**src/rtl/bet_pkg.sv**
```systemverilog
`default_nettype none
// ============================================================================
//  Module      : bet_pkg
//  Description : Balanced-ternary (BET) trit codes, the trit type and
//                conversion helpers shared by the trit datapath blocks.
//  Revision    : 1.0  initial release
// ============================================================================
package bet_pkg;

    typedef logic [1:0] trit_t;

    localparam trit_t BET_NEG     = 2'b01;
    localparam trit_t BET_ZERO    = 2'b11;
    localparam trit_t BET_POS     = 2'b10;
    localparam trit_t BET_ILLEGAL = 2'b00;

    // The upstream latch treats the illegal code as zero; do the same here.
    function automatic trit_t bet_sanitize(input trit_t t);
        return (t == BET_ILLEGAL) ? BET_ZERO : t;
    endfunction

    function automatic int bet_to_int(input trit_t t);
        case (t)
            BET_NEG: return -1;
            BET_POS: return 1;
            default: return 0;
        endcase
    endfunction

    function automatic trit_t int_to_bet(input int v);
        if (v < 0)
            return BET_NEG;
        else if (v > 0)
            return BET_POS;
        else
            return BET_ZERO;
    endfunction

endpackage
`default_nettype wire

```
**src/rtl/bet_trit_half_adder.sv**
```systemverilog
`default_nettype none
// ============================================================================
//  Module      : bet_trit_half_adder
//  Description : Single-trit balanced-ternary adder. a + b in {-2..2} is
//                folded into a sum trit and a carry trit, never emitting 00.
//  Revision    : 1.0  initial release
// ============================================================================
module bet_trit_half_adder
    import bet_pkg::*;
(
    input  logic [1:0] a,
    input  logic [1:0] b,
    output logic [1:0] sum,
    output logic [1:0] carry
);

    int w_total;

    // Fold the -2/+2 cases into an opposite-sign sum with a carry.
    always_comb begin
        w_total = bet_to_int(a) + bet_to_int(b);
        sum     = int_to_bet(w_total);
        carry   = BET_ZERO;
        if (w_total > 1) begin
            sum   = BET_NEG;
            carry = BET_POS;
        end else if (w_total < -1) begin
            sum   = BET_POS;
            carry = BET_NEG;
        end
    end

endmodule
`default_nettype wire

```
**src/rtl/bet_trit_accumulator.sv**
```systemverilog
`default_nettype none
// ============================================================================
//  Module      : bet_trit_accumulator
//  Description : Accumulates a stream of BET trits into an NTRITS-wide
//                balanced-ternary register with wrap or saturate on
//                overflow, a carry trit report and a sticky illegal-code flag.
//  Revision    : 1.0  initial release
// ============================================================================
module bet_trit_accumulator
    import bet_pkg::*;
#(
    parameter int NTRITS   = 4,
    parameter bit SATURATE = 1'b0
) (
    input  logic                  clk,
    input  logic                  rst,
    input  logic                  in_valid,
    input  logic [1:0]            in_trit,
    input  logic                  clear,
    output logic [2*NTRITS-1:0]   acc_out,
    output logic                  out_valid,
    output logic [1:0]            carry_out,
    output logic                  err
);

    localparam logic [2*NTRITS-1:0] c_zero_word = {NTRITS{BET_ZERO}};

    logic [2*NTRITS-1:0] r_acc;
    logic                r_out_valid;
    logic [1:0]          r_carry;
    logic                r_err;

    trit_t               w_in;
    logic                w_illegal;
    trit_t               w_chain [0:NTRITS];
    logic [2*NTRITS-1:0] w_sum;
    logic                w_overflow;
    logic [2*NTRITS-1:0] w_next;
    logic [2*NTRITS-1:0] w_clear_word;

    assign w_in       = bet_sanitize(in_trit);
    assign w_illegal  = (in_trit == BET_ILLEGAL);
    assign w_chain[0] = w_in;

    // Ripple chain: trit 0 adds the input, each higher trit adds the carry below.
    generate
        for (genvar gi = 0; gi < NTRITS; gi++) begin : g_trit
            bet_trit_half_adder u_ha (
                .a     (r_acc[2*gi +: 2]),
                .b     (w_chain[gi]),
                .sum   (w_sum[2*gi +: 2]),
                .carry (w_chain[gi+1])
            );
        end
    endgenerate

    // A single-trit step can only overflow by one, so the register already
    // holds the max/min value when saturation has to hold it.
    assign w_overflow = (w_chain[NTRITS] != BET_ZERO);
    assign w_next     = (SATURATE && w_overflow) ? r_acc : w_sum;

    // Value loaded when clear and a valid trit arrive together.
    always_comb begin
        w_clear_word      = c_zero_word;
        w_clear_word[1:0] = w_in;
    end

    // Accumulator, carry report, valid pulse and sticky error flag.
    always_ff @(posedge clk) begin
        if (rst) begin
            r_acc       <= c_zero_word;
            r_out_valid <= 1'b0;
            r_carry     <= BET_ZERO;
            r_err       <= 1'b0;
        end else if (clear) begin
            r_acc       <= in_valid ? w_clear_word : c_zero_word;
            r_out_valid <= in_valid;
            r_carry     <= BET_ZERO;
            r_err       <= in_valid & w_illegal;
        end else if (in_valid) begin
            r_acc       <= w_next;
            r_out_valid <= 1'b1;
            r_carry     <= w_chain[NTRITS];
            r_err       <= r_err | w_illegal;
        end else begin
            r_out_valid <= 1'b0;
            r_carry     <= BET_ZERO;
        end
    end

    assign acc_out   = r_acc;
    assign out_valid = r_out_valid;
    assign carry_out = r_carry;
    assign err       = r_err;

endmodule
`default_nettype wire

```
**config.mk**
```make
export PLATFORM = sky130hd
export DESIGN_NAME = bet_trit_accumulator
export DESIGN_NICKNAME = d
export VERILOG_FILES = /design/src/rtl/bet_pkg.sv /design/src/rtl/bet_trit_half_adder.sv /design/src/rtl/bet_trit_accumulator.sv
export SDC_FILE = /design/constraint.sdc
export NUM_CORES = 1
export LEC_CHECK = 0
export ABC_AREA = 0
export CAP_MARGIN = 20
export CORE_MARGIN = 3
export CORE_UTILIZATION = 50
export CTS_BUF_LIST = sky130_fd_sc_hd__clkbuf_4 sky130_fd_sc_hd__clkbuf_8
export DETAILED_ROUTE_END_ITERATION = 10
export HOLD_SLACK_MARGIN = 0.08
export PLACE_DENSITY = 0.72
export REMOVE_ABC_BUFFERS = 1
export SLEW_MARGIN = 10
export SYNTH_ARGS = -nofsm -noshare
export SYNTH_HDL_FRONTEND = slang
export SYNTH_SLANG_ARGS = --single-unit
```
**constraint.sdc**
```tcl
create_clock -name clk -period 26.9 [get_ports clk]
set_input_delay 8.07 -clock clk [delete_from_list [all_inputs] [get_ports clk]]
set_output_delay 8.07 -clock clk [all_outputs]
set_load 0.005 [all_outputs]
```
==> impl_results.md <==
- Layout cell share with drive strength beyond 1: 7.45%
- Clk network pwr share: 10.9%
- Global placer's final weighted congestion: around 0.86
- Crit path time final: roughly 19 ns
- Most frequent CP cell: fa_1
- Peak supply drop: 0.0000598 V
- H-tree levels: 1
- Mux share of post-synthesis cell area: 0%
- Synthesis Warnings: 0
- Top Family by Delay on Critical Path: adder cells
- Ys async rst share: 0%
- Synth cell types: 42
- WP buf/inv: 6
- Post-synth EDFFs: 0
- Pwr/cell area: 68.7 nW/um^2
- Net load switching power: 59.3 uW
- Max-slew violation count: 0
- Vias in the first global route: 1237
- Final core utilization: approximately three fifths
- RSZ-0062 raised after global routing: false
- Synthesis-to-finish area growth: 15.7%
- Area of the die: 4020 sq um
- Logic gate share of total power: between 70% and 80%
- TritonCTS clock tree: yes
- Main synth FF type: dfxtp_1
- Net Sw Frac: a little under half
- Register area share after synthesis: between 10 and 15%
- Placed insts: 228
- Setup_tns: 0 ns
- Yosys reg bits: 12
- Global-route wire length before repair: approximately 5.4 mm
- Total track usage: approximately 16%
- Clock Tree Buf Depth: 2
- Final wirelength: about 2.9 mm
- Post-DR vias/cell: ~5.1
- Max cap viols: 0
- Syn avg cell area: between 9 and 10 sq um
- Simple-Gate Fraction of Synth Area: between 10% and 20%
- Synth Cell Area: between 1500 and 2000 sq um
- Hold Fails Final Rpt: 0
- Post-Synth Adder-Cell Area: between 40% and 50%
- Setup crit end kind: register
- Num ports: 18
- Final net count: between 200 and 250
- CTS buffer count: 3
- Port Buffers: 17
- Fillers: 270
- Initial Utilization: between 50 and 60%
- DRC: 0
- Gr ovfl total: 0
- Clock skew: 0.00306 ns
- CTS resizes: 0
- Clock sinks: 12
- Area of the multi-input gates: about 1300 sq um
- CP max FO: 7
- Via count: approximately 1.2k
- Cells after Synth: between 150 and 200
- Critical Path RT: between 20 and 30 ns
- Outcome: finished clean
- Seq pwr share: 16.4%
- Die width: ~63 microns
- Final setup vio count: 0
- Initial DRC Count: 22
- Initial antenna violation count: 0
- HP Class: reg -> reg
- Largest family of logic cells by synthesized area: adder cells
- FF/Latch Area: ~240 sq um
- Core area: between 3000 and 4000 sq um
- CP Launch Type: primary input
- Xor/xnor cell area share of the yosys netlist: 0%
- Routed Antenna Nets: 0
- Internal power: a little over 70 uW
- Leakage Power: ~0.00084 uW
- Critical-path top delay cell: fa_1
- Number of diodes: 0
- Kind of critical path: in -> reg
- Fmax: 53.6 MHz
- Later-pin clock latency in the skew report: 0.27 ns
- Clock-pin slew on the worst setup and hold paths: about 0.080 ns
- Largest net degree at the start of global routing: 16
- Max incr delay on CP: around 0.57 ns
- HPWL after DPL: between 2 and 2.5 mm
- Slew HR: 53.9%
- TritonRoute pass-1 iters: 4
- Compound-Gate Fraction of Synth Area: a little over an eighth
- Arrival time worst endpoint: around 19 ns
- Flop2flop setup slack: roughly 16 ns
- Clock root buffer master: clkbuf_4
- WL per Instance: 12.3 microns
- Non-filler instance count after layout: ~230
- Worst-margin pin slew: around 0.7 ns
- Final worst path period share: 69.3%
- Power Total: between 100 and 150 uW
- Hold_buf cts: 0
- Post-CTS Setup Bufs: 0
- Die Height: ~63 microns
- Row count: 20
[cell usage in the layout (no fill, tap or decap), drive strengths merged, types with 2 or more instances in the layout]
| master | n |
|---|---|
| nand3 | 5 |
| or2 | 2 |
| or3b | 2 |
| nor3 | 2 |
| nand2 | 8 |
| inv | 33 |
| ha | 15 |
| clkbuf | 4 |
| o31ai | 2 |
| a41oi | 2 |
| a21oi | 6 |
| nor2 | 6 |
| or4b | 2 |
| fa | 29 |
| nor4 | 2 |
| nor2b | 4 |
| nand2b | 3 |
| o21ai | 7 |
| nand4b | 3 |
| a21o | 2 |
| dfxtp | 12 |
| nand3b | 2 |
| clkdlybuf4s50 | 17 |
[worst paths after layout]
kind / depth (start not counted) / endpoint / from
hold / removal: 2 / err / err
hold reg to reg: 2 / err / err
setup reg to reg: 39 / acc_out[6] / acc_out[1]
setup / recovery: 39 / acc_out[6] / in_trit[1]
[layer usage]
layer | routed length, microns | global-route usage (%)
met1 | 1410 | 22.5
met2 | 1350 | 26.9
met3 | 96 | 1.78
met4 | 0 | 3.23
met5 | 0 | 0
[power groups by stage]
stage / sequential [uW] / combinational, uW / clock [uW]
floorplan: 21.9 / 72.3 / 0
global placement: 21.9 / 89.9 / 0
detailed placement: 21.9 / 94.2 / 0
CTS: 21.5 / 95.0 / 14.8
global route: 21.9 / 109 / 15.6
finish: 21.5 / 95.0 / 14.3
[tightest hold or removal path, stage by stage, from the launching register on]
cell	delay [ns]
dfxtp_1	0.33
nand2b_1	0.07
a21oi_1	0.06
[cell type report]
| type | instances | area share (%) |
|---|---|---|
| Clock buffer | 4 | 1.91 |
| Inverter | 33 | 6.51 |
| Multi-Input combinational cell | 122 | 67.1 |
| Sequential cell | 12 | 12.6 |
| Tap cell | 44 | 2.89 |
| Timing Repair Buffer | 17 | 8.94 |
[sequential cells by signal (all words and copies together), names as in the netlist]
| register | flops |
|---|---|
| err | 1 |
| carry_out | 2 |
| acc_out | 8 |
| out_valid | 1 |
[through the flow]
step / worst slack [ns] / area (sq um) / hold WS, ns
2_1_floorplan: 9.21 / 1640 / 0.460
3_3_place_gp: 8.19 / 1870 / 0.465
3_5_place_dp: 7.94 / 1870 / 0.481
4_1_cts: 8.19 / 1900 / 0.492
5_1_grt: 7.53 / 1900 / 0.522
6_report: 8.25 / 1900 / 0.497
[logic make-up (layout without fill, tap and decap cells)]
group / after synthesis / count (layout)
and+or+nand+nor: 47 / 47
adders and majority gates: 44 / 44
AOI/OAI and AO/OA: 31 / 31
buffers and inverters: 34 / 54
DFF: 12 / 12
[synthesized netlist by cell type, types with 2 or more instances]
master / n / area (sq um)
nor3_1: 2 / 10.0
nand3b_1: 2 / 15.0
nand2_1: 8 / 30.0
nor4_1: 2 / 12.5
a21oi_1: 6 / 30.0
or2_2: 2 / 12.5
nor2_1: 6 / 22.5
nand2b_1: 3 / 18.8
nor2b_1: 4 / 25.0
o31ai_1: 2 / 15.0
inv_1: 33 / 124
o21ai_0: 7 / 35.0
or3b_2: 2 / 17.5
fa_1: 29 / 581
nand3_1: 4 / 20.0
ha_1: 15 / 188
nand4b_1: 3 / 26.3
a41oi_1: 2 / 17.5
dfxtp_1: 12 / 240
a21o_1: 2 / 15.0
Note: power is estimated with default switching activity, not from simulation.
